$ cat src/rtl/snake_dir_ctrl.sv
// Snake direction controller: per-button debounce, priority request capture and
// tick-driven direction updates that reject reversals. Define DIR_QUEUE_EN for a
// two-entry request FIFO; without it a single overwrite-on-press slot is used.
module snake_dir_ctrl #(
    parameter int DEBOUNCE_CYCLES = 4
) (
    input  logic       clk,
    input  logic       rst_n,
    input  logic [3:0] btn,
    input  logic       tick,
    output logic [1:0] dir,
    output logic       dir_update,
    output logic       pending
);
    localparam int CNT_W = $clog2(DEBOUNCE_CYCLES + 1);
    localparam logic [CNT_W-1:0] CNT_MAX = CNT_W'(DEBOUNCE_CYCLES);
    localparam logic [CNT_W-1:0] CNT_ACC = CNT_W'(DEBOUNCE_CYCLES - 1);
    localparam logic [CNT_W-1:0] CNT_ONE = CNT_W'(1);

    logic [CNT_W-1:0] cnt_q [4];
    logic [CNT_W-1:0] cnt_d [4];
    logic [3:0]       acc;
    logic             press_vld;
    logic [1:0]       press_req;

    logic [1:0] dir_q, dir_d;
    logic       dir_update_q, dir_update_d;
    logic       head_vld;
    logic [1:0] head_req;
    logic       pop;

    // A press fires only on the transition into saturation, so holding is silent.
    always_comb begin
        for (int i = 0; i < 4; i++) begin
            acc[i] = btn[i] && (cnt_q[i] == CNT_ACC);
            if (!btn[i]) begin
                cnt_d[i] = '0;
            end else if (cnt_q[i] != CNT_MAX) begin
                cnt_d[i] = cnt_q[i] + CNT_ONE;
            end else begin
                cnt_d[i] = cnt_q[i];
            end
        end
    end

    always_comb begin
        press_vld = |acc;
        press_req = 2'b11;
        if (acc[3]) begin
            press_req = 2'b00;
        end else if (acc[2]) begin
            press_req = 2'b01;
        end else if (acc[1]) begin
            press_req = 2'b10;
        end
    end

    // Reversal is the direction differing only in bit 0 (up/down, left/right).
    always_comb begin
        pop          = tick && head_vld;
        dir_d        = dir_q;
        dir_update_d = 1'b0;
        if (pop && (head_req != dir_q) && (head_req != (dir_q ^ 2'b01))) begin
            dir_d        = head_req;
            dir_update_d = 1'b1;
        end
    end

`ifdef DIR_QUEUE_EN
    logic [1:0] q0_q, q0_d;
    logic [1:0] q1_q, q1_d;
    logic [1:0] fifo_cnt_q, fifo_cnt_d;

    assign head_vld = (fifo_cnt_q != 2'd0);
    assign head_req = q0_q;

    // Pop is applied before push so a full FIFO can accept a press on a tick edge.
    always_comb begin
        q0_d       = q0_q;
        q1_d       = q1_q;
        fifo_cnt_d = fifo_cnt_q;
        if (pop) begin
            q0_d       = q1_q;
            fifo_cnt_d = fifo_cnt_q - 2'd1;
        end
        if (press_vld) begin
            if (fifo_cnt_d == 2'd0) begin
                q0_d       = press_req;
                fifo_cnt_d = 2'd1;
            end else if (fifo_cnt_d == 2'd1) begin
                q1_d       = press_req;
                fifo_cnt_d = 2'd2;
            end
        end
    end

    always_ff @(posedge clk or negedge rst_n) begin
        if (!rst_n) begin
            q0_q       <= 2'b00;
            q1_q       <= 2'b00;
            fifo_cnt_q <= 2'd0;
        end else begin
            q0_q       <= q0_d;
            q1_q       <= q1_d;
            fifo_cnt_q <= fifo_cnt_d;
        end
    end
`else
    logic [1:0] req_q, req_d;
    logic       req_vld_q, req_vld_d;

    assign head_vld = req_vld_q;
    assign head_req = req_q;

    always_comb begin
        req_d     = req_q;
        req_vld_d = req_vld_q && !pop;
        if (press_vld) begin
            req_d     = press_req;
            req_vld_d = 1'b1;
        end
    end

    always_ff @(posedge clk or negedge rst_n) begin
        if (!rst_n) begin
            req_q     <= 2'b00;
            req_vld_q <= 1'b0;
        end else begin
            req_q     <= req_d;
            req_vld_q <= req_vld_d;
        end
    end
`endif

    always_ff @(posedge clk or negedge rst_n) begin
        if (!rst_n) begin
            for (int i = 0; i < 4; i++) begin
                cnt_q[i] <= '0;
            end
            dir_q        <= 2'b11;
            dir_update_q <= 1'b0;
        end else begin
            for (int i = 0; i < 4; i++) begin
                cnt_q[i] <= cnt_d[i];
            end
            dir_q        <= dir_d;
            dir_update_q <= dir_update_d;
        end
    end

    assign dir        = dir_q;
    assign dir_update = dir_update_q;
    assign pending    = head_vld;

endmodule
$ cat config.mk
export PLATFORM = sky130hd
export DESIGN_NAME = snake_dir_ctrl
export DESIGN_NICKNAME = d
export VERILOG_FILES = /design/src/rtl/snake_dir_ctrl.sv
export SDC_FILE = /design/constraint.sdc
export NUM_CORES = 1
export LEC_CHECK = 0
export ABC_CLOCK_PERIOD_IN_PS = 1200
export CORE_MARGIN = 8
export CORE_UTILIZATION = 48
export CTS_CLUSTER_SIZE = 30
export DETAILED_ROUTE_END_ITERATION = 8
export GPL_ROUTABILITY_DRIVEN = 0
export PLACE_DENSITY = 0.78
export SYNTH_ARGS = -nofsm -noshare
export SYNTH_HDL_FRONTEND = slang
export SYNTH_SLANG_ARGS = --single-unit
$ cat constraint.sdc
create_clock -name clk -period 1.2 [get_ports clk]
set_input_delay 0.24 -clock clk [delete_from_list [all_inputs] [get_ports clk]]
set_output_delay 0.24 -clock clk [all_outputs]
set_load 0.02 [all_outputs]
==> impl_metrics.toml, run 1 <==
[cts]
tritoncts = "yes"
clock_path_buffers = 2
cts_sinks = 18
cts-buffers-inserted = 3
insertion_delay_ns = 0.29
clk_pin_slew_worst_paths_ns = 0.11
h-tree-depth = 1
cts_hold_buf = 0
root_buffer = "clkbuf_4"

[power]
internal_power_mw = 1.99
comb_power_share = 0.526
total_power_mw = 3.19
swShare = 0.377
leakagePower_nw = 0.607
power.net_switching_mw = 1.20
seqPwrFrac = 0.358
ir_worst_vdd_mv = 1.36
pwr-share-clk = 0.116
powerDensity_mw_per_mm2 = 2370

[routing]
vias = 688
top_layer = "met4"
drtAntennaViolNets = 0
first_pass_iters = 4
drc = 0
met1Wirelength_um = 805
detail_route.wl_per_cell_um = 14.6
wl_met3_um = 105
drt-total-wl_mm = 2.02
met2_length_mm = 1.07
via_per_inst = 4.99
first_iter_violations = 10

[placed_design]
place_ws_ns = -0.159
dp_hpwl_mm = 1.32
portBuffers = 10
place_area_sq_mm = 0.00113
place_inst = 130

[floorplanning]
initial_core_util = 0.493
pin_count = 11
placementRows = 16
core-area_sq_mm = 0.00188
die_y_um = 60.0
die_w_um = 60.0
dieArea_sq_mm = 0.00359

[logic_synthesis]
syn-instance-count = 85
syn_nets = 104
ys_ff_latch = 18
synth_compound_area_frac = 0.115
ys_types = 18
yosys.area_share.xor_xnor = 0.0472
synth_adder_area_share = 0.162
netlist_area_sq_um = 927
syn_avg_cell_area_sq_um = 10.9
synth_top_family_by_area = "adder cells"
ys_seq_area_frac = 0.489
synth-simple-area-share = 0.107
synth_warnings = 0
synthMuxAreaShare = 0.0283

[cells_and_area]
layout_common_cells = "dfrtp_1, buf_4, inv_1, nand2_1"
final_nets = 131
fin_area_sq_mm = 0.00135
mostFrequentLayoutCell = "dfrtp_1"
final_util = 0.715
area_growth_syn_to_layout_pct = 45.1
final_cells = 138
multiInputGateArea_sq_um = 568
drive_gt1_frac = 0.441
nFillCells = 134
seqCellArea_sq_um = 453
antenna_cells = 0

[sta]
fin_hold_ws_ns = 0.195
setup_slack_ns = -0.125
fin_crit_ns = 1.33
finalCritPeriodShare = 1.10
maxSlewViolCount = 0
fin_setup_tns_ns = -0.392
fin_skew_ns = 0.00828
slew_headroom = 0.781
fmax_mhz = 755
worst_slew_pin_slew_ns = 0.327
setup_viol = 6
hold_viol_final = 0
rsz0062_at_grt = "yes"

[setup_path]
cp-start-kind = "register"
crit_type = "reg2reg"
cp_cell_sequence = "ha_2, ha_4, buf_4, a221oi_2, nor2b_1"
crit_slowest_cell = "dfrtp_1"
cp_max_fo = 3
crit_path_max_incr_delay_ns = 0.41
cp_data_arrival_time_ns = 1.50
critPathCaptureType = "register"
crit_required_ns = 1.38

[run_status]
status = "complete, but fails checks"
violations = "setup timing"

[global_route]
grt_util_all_layers = 0.105
grt_max_degree = 11
overflow = 0
grt_pass1_wl_mm = 2.93
first_global_vias = 757
antenna_found_initial = 0

[hold_path]
holdCritPathClass = "in2async"

[flow_run]
cap_violations = 0
-- metal layers --
layer	track usage	vias up
li1	-	332
met1	0.104	333
met2	0.206	19
met3	0.0366	4
met4	0.0170	0
met5	0	-
-- synthesized netlist by cell type --
library cell   n  area [sq um]
a21boi_0       8          60.1
a21o_1         1          7.51
a21oi_1        1          5.00
a221oi_1       1          8.76
a222oi_1       1          10.0
a22oi_1        2          15.0
and2_1         4          25.0
dfrtp_1       16           400
dfstp_2        2          52.6
ha_1          12           150
inv_1         13          48.8
mux2_2         1          11.3
mux2_4         1          15.0
nand2_1       11          41.3
nand3_1        4          20.0
nor2_2         1          6.26
nor2b_1        1          6.26
xnor2_1        5          43.8
-- kinds of logic (layout without fill, tap and decap cells) --
family,count (synthesis),count (layout)
XOR/XNOR,5,5
AO/OA/AOI/OAI,14,14
multiplexers,2,2
buffers and inverters,13,39
flip-flops,18,18
adder cells (fa/ha/maj),12,12
AND/OR/NAND/NOR,21,21
-- final cells by class --
type	count	area share
Sequential cell	18	0.337
Timing Repair Buffer	22	0.149
Clock buffer	4	0.0270
Inverter	13	0.0400
Tap cell	27	0.0251
Multi-Input combinational cell	54	0.422
-- registers in the layout (all words and copies together), names as in the netlist --
signal      flops
cnt_q          12
dir             2
dir_update      1
head_req        2
pending         1
-- timing repair --
item,4_1_cts,5_1_grt
setup buffers,1,3
setup endpoints to repair,10,13
gates resized for setup,29,28
pin swaps,5,7
-- critical path: cells and delay by family (launching register included) --
kind	cells	cell delay (ns)
adders and majority gates	2	0.35
and+or+nand+nor	1	0.07
AOI/OAI and AO/OA	1	0.25
DFF	1	0.41
buffers and inverters	1	0.13
-- power groups by stage --
stage                     sequential (mW)  combinational, mW  clock [mW]
final                                1.14               1.68       0.369
after global routing                 1.17               1.86       0.405
after CTS                            1.08               1.29       0.381
after detailed placement             1.08               1.15           0
after global placement               1.06               1.07           0
after floorplan                      1.12              0.665           0
-- worst paths after layout --
kind                       slack, ns        start     endpoint  depth (start not counted)
setup / recovery               -0.13     cnt_q[6]  head_req[1]                          5
min in group clk                0.56  head_req[0]       dir[0]                          1
hold reg to reg                 0.56  head_req[0]       dir[0]                          1
max in group asynchronous       0.58        rst_n     cnt_q[1]                          2
setup reg to reg               -0.13     cnt_q[6]  head_req[1]                          5
hold / removal                  0.20        rst_n     cnt_q[6]                          1
No activity file was read; power rests on OpenSTA's default activity.
==> inputs of run 2 (changes only) <==
==> constraint.sdc (replaced) <==
create_clock -name clk -period 1.2 [get_ports clk]
set_input_delay 0.24 -clock clk [delete_from_list [all_inputs] [get_ports clk]]
set_output_delay 0.24 -clock clk [all_outputs]
set_load 0.005 [all_outputs]
==> impl_metrics.toml, run 2 (same netlist as run 1, synthesis figures left out) <==
[run_status]
status = "complete, but fails checks"
violations = "setup timing"

[routing]
drt-total-wl_mm = 1.97
vias = 692
via_per_inst = 4.98
first_iter_violations = 22
first_pass_iters = 4
detail_route.wl_per_cell_um = 14.2
drtAntennaViolNets = 0
drc = 0

[cts]
h-tree-depth = 1
cts_sinks = 18
insertion_delay_ns = 0.30
clock_path_buffers = 2
cts-buffers-inserted = 3
clk_pin_slew_worst_paths_ns = 0.11
tritoncts = "yes"
root_buffer = "clkbuf_4"

[sta]
fin_skew_ns = 0.0106
finalCritPeriodShare = 1.10
rsz0062_at_grt = "yes"
setup_slack_ns = -0.122
slew_headroom = 0.817
maxSlewViolCount = 0
hold_viol_final = 0
fin_hold_ws_ns = 0.0883
worst_slew_pin_slew_ns = 0.274
fin_crit_ns = 1.32
setup_viol = 5
fmax_mhz = 756

[flow_run]
cap_violations = 0

[setup_path]
critPathCaptureType = "register"
startpoint = "cnt_q[7]"
crit_required_ns = 1.40
r2r-end = "cnt_q[6]"
crit_buf_inv = 3
reg2reg_from = "cnt_q[7]"
cp-start-kind = "register"
cp_cell_sequence = "buf_4, buf_6, inv_2, ha_4, nand2_4, xnor2_2, and2_1"
crit_slowest_cell = "dfrtp_1"
crit_type = "reg2reg"
r2r_cells = 7
crit_path_max_incr_delay_ns = 0.42
cp_data_arrival_time_ns = 1.52
crit_family = "flip-flops"
cp_max_fo = 3
r2r_slack_ns = -0.12

[hold_path]
holdCritPathClass = "in2async"

[floorplanning]
placementRows = 16
die_y_um = 60.0
pin_count = 11
core-area_sq_mm = 0.00188
initial_core_util = 0.493
dieArea_sq_mm = 0.00359
die_w_um = 60.0

[cells_and_area]
area_growth_syn_to_layout_pct = 40.8
antenna_cells = 0
drive_gt1_frac = 0.393
final_nets = 132
mostFrequentLayoutCell = "dfrtp_1"
layout_common_cells = "dfrtp_1, buf_4, inv_1, nand2_1, clkdlybuf4s50_1"
fin_area_sq_mm = 0.00131
final_util = 0.693
largest_register_ffs = 12
registers.top_by_ff_count = "cnt_q"

[power]
seqPwrFrac = 0.371
comb_power_share = 0.501
powerDensity_mw_per_mm2 = 2290
pwr-share-clk = 0.128
swShare = 0.355
power.net_switching_mw = 1.06
leakagePower_nw = 0.600
ir_worst_vdd_mv = 1.15
internal_power_mw = 1.93

[global_route]
antenna_found_initial = 0
grt_max_degree = 14
grt_pass1_wl_mm = 3.26
overflow = 0
grt_util_all_layers = 0.124
first_global_vias = 760

[placed_design]
dp_hpwl_mm = 1.38
place_area_sq_mm = 0.00113
place_ws_ns = -0.177
portBuffers = 10
run 2: worst max path at each step:
stage,slack [ns],cells past startpoint,to
after global placement,-0.12,4,dir[0]
after CTS,-0.14,4,pending
after global routing,-0.17,7,cnt_q[6]
after floorplan,-0.01,4,pending
final,-0.12,7,cnt_q[6]
after detailed placement,-0.18,4,dir[0]
run 2: power groups by stage:
stage / combinational (mW) / sequential (mW) / clock [mW]
after floorplan: 0.666 / 1.05 / 0
after global placement: 0.990 / 1.06 / 0
after detailed placement: 1.07 / 1.08 / 0
after CTS: 1.25 / 1.08 / 0.396
after global routing: 1.69 / 1.15 / 0.430
final: 1.50 / 1.11 / 0.383
run 2: cell type report:
type	instances	area [sq um]
timing repair buffer	23	204
sequential	18	453
clock buffer	4	36.3
tap	27	33.8
multi-input combinational	54	529
inverter	13	48.8
fill	155	577
run 2: through the flow:
stage                     instances  power [mW]  setup TNS [ns]
after floorplan                  85        1.72         -0.0130
after global placement          130        2.05          -0.456
after detailed placement        130        2.16          -0.789
after CTS                       137        2.72          -0.358
after global routing            139        3.26          -0.832
final                           139        2.99          -0.371
run 2: layer usage:
metal,vias to the layer above,track usage,wire length [um]
met5,-,0,0
met4,0,0.0510,56
met3,8,0.0409,94
met2,17,0.248,1080
met1,332,0.108,743
li1,335,-,-
run 2: repair_timing:
action,CTS,global route
gates resized for setup,25,17
hold buffers,0,0
pin swaps,5,3
buffers inserted,3,2
endpoints found under the setup margin,11,15
==> inputs of run 3 (changes only) <==
--- a/config.mk
+++ b/config.mk
@@ -6,8 +6,8 @@
 export NUM_CORES = 1
 export LEC_CHECK = 0
 export ABC_CLOCK_PERIOD_IN_PS = 1200
-export CORE_MARGIN = 8
 export CORE_UTILIZATION = 48
+export CTS_CLUSTER_DIAMETER = 30
 export CTS_CLUSTER_SIZE = 30
 export DETAILED_ROUTE_END_ITERATION = 8
 export GPL_ROUTABILITY_DRIVEN = 0
==> impl_metrics.toml, run 3 (same netlist as run 1, synthesis figures left out) <==
[routing]
detail_route.wl_per_cell_um = 15.3
wl_met3_um = 85
drc = 0
top_layer = "met4"
via_per_inst = 5.24
met1Wirelength_um = 886
drt-total-wl_mm = 2.12
first_iter_violations = 18
met2_length_mm = 1.09
drtAntennaViolNets = 0
vias = 723
first_pass_iters = 5

[cells_and_area]
largest_register_ffs = 12
registers.top_by_ff_count = "cnt_q"
final_nets = 133
drive_gt1_frac = 0.398
layout_common_cells = "dfrtp_1, inv_1, nand2_1, buf_4"
nFillCells = 113
final_util = 0.776
antenna_cells = 0
area_growth_syn_to_layout_pct = 47.6
mostFrequentLayoutCell = "dfrtp_1"
final_cells = 138

[setup_path]
cp_cell_sequence = "ha_2, ha_4, a222oi_1, nand2_1"
cp-start-kind = "register"
crit_type = "reg2reg"
crit_family = "flip-flops"
crit_required_ns = 1.41
critPathCaptureType = "register"
cp_data_arrival_time_ns = 1.52
startpoint = "cnt_q[10]"
crit_buf_inv = 0
crit_path_max_incr_delay_ns = 0.43
crit_slowest_cell = "dfrtp_1"
reg2reg_from = "cnt_q[10]"
r2r_slack_ns = -0.11
cp_max_fo = 3

[sta]
fin_crit_ns = 1.31
hold_viol_final = 0
setup_slack_ns = -0.110
slew_headroom = 0.805
maxSlewViolCount = 0
rsz0062_at_grt = "yes"
fmax_mhz = 763
fin_setup_tns_ns = -0.470
fin_skew_ns = 0.0158
finalCritPeriodShare = 1.09
worst_slew_pin_slew_ns = 0.293
setup_viol = 8

[floorplanning]
initial_core_util = 0.526
dieArea_sq_mm = 0.00211
die_w_um = 46.0
placementRows = 15
core-area_sq_mm = 0.00176
die_y_um = 46.0
pin_count = 11

[global_route]
grt_pass1_wl_mm = 2.96
grt_max_degree = 19
grt_util_all_layers = 0.210
first_global_vias = 690
antenna_found_initial = 0
overflow = 0

[cts]
tritoncts = "yes"
root_buffer = "clkbuf_4"
cts_sinks = 18
clock_path_buffers = 2
insertion_delay_ns = 0.31
cts-buffers-inserted = 3
h-tree-depth = 1
clk_pin_slew_worst_paths_ns = 0.12

[power]
powerDensity_mw_per_mm2 = 2360
internal_power_mw = 2.04
swShare = 0.369
seqPwrFrac = 0.351
pwr-share-clk = 0.122
leakagePower_nw = 0.627
comb_power_share = 0.527
power.net_switching_mw = 1.19
ir_worst_vdd_mv = 1.25

[flow_run]
cap_violations = 0

[placed_design]
place_ws_ns = -0.126
portBuffers = 10
dp_hpwl_mm = 1.15
place_inst = 127

[hold_path]
holdCritPathClass = "in2async"

[run_status]
status = "complete, but fails checks"
violations = "setup timing"
[run 3: stage by stage]
stage | area, sq um | total power [mW] | hold slack [ns]
6_report | 1370 | 3.22 | 0.257
5_1_grt | 1370 | 3.47 | 0.261
4_1_cts | 1240 | 2.69 | 0.282
3_5_place_dp | 1130 | 2.14 | 0.507
3_3_place_gp | 1130 | 2.06 | 0.495
2_1_floorplan | 932 | 1.72 | -0.0556
[run 3: area by class of cell]
cell class	instances	area, sq um	share of cell area
clock buffer	4	36.3	0.0265
timing repair buffer	24	235	0.172
tap	25	31.3	0.0229
inverter	13	58.8	0.0430
sequential	18	453	0.331
multi-input combinational	54	554	0.405
[run 3: final timing paths]
| kind | endpoint | cells after the start |
|---|---|---|
| worst max-delay path | pending | 4 |
| max in group asynchronous | dir[0] | 2 |
| min in group clk | dir[0] | 1 |
| worst min register to register | dir[0] | 1 |
| worst min-delay path | cnt_q[6] | 2 |
| worst max register to register | pending | 4 |
[run 3: what timing repair did]
action                                  4_1_cts  5_1_grt
endpoints found under the hold margin         0        0
resized for setup                            25       26
pin swaps                                     6        6
hold buffers                                  0        0
setup buffers                                 2        6
endpoints found under the setup margin       11       12
[run 3: worst register-to-register path, stage by stage (launching register included)]
cell and delay [ns]:
dfrtp_1 0.43, ha_2 0.20, ha_4 0.17, a222oi_1 0.32
nand2_1 0.09
[run 3: routing by layer]
metal  vias to the layer above  global-route usage
met4                         0               0.141
met2                        23               0.344
met5                         -                   0
met3                         6              0.0556
li1                        342                   -
met1                       352               0.238
[run 3: power by group through the flow]
stage	Sequential, mW	Clock, mW	Combinational [mW]
floorplan	1.05	0	0.666
global placement	1.06	0	0.995
detailed placement	1.08	0	1.06
CTS	1.08	0.396	1.22
global route	1.16	0.422	1.88
finish	1.13	0.395	1.70
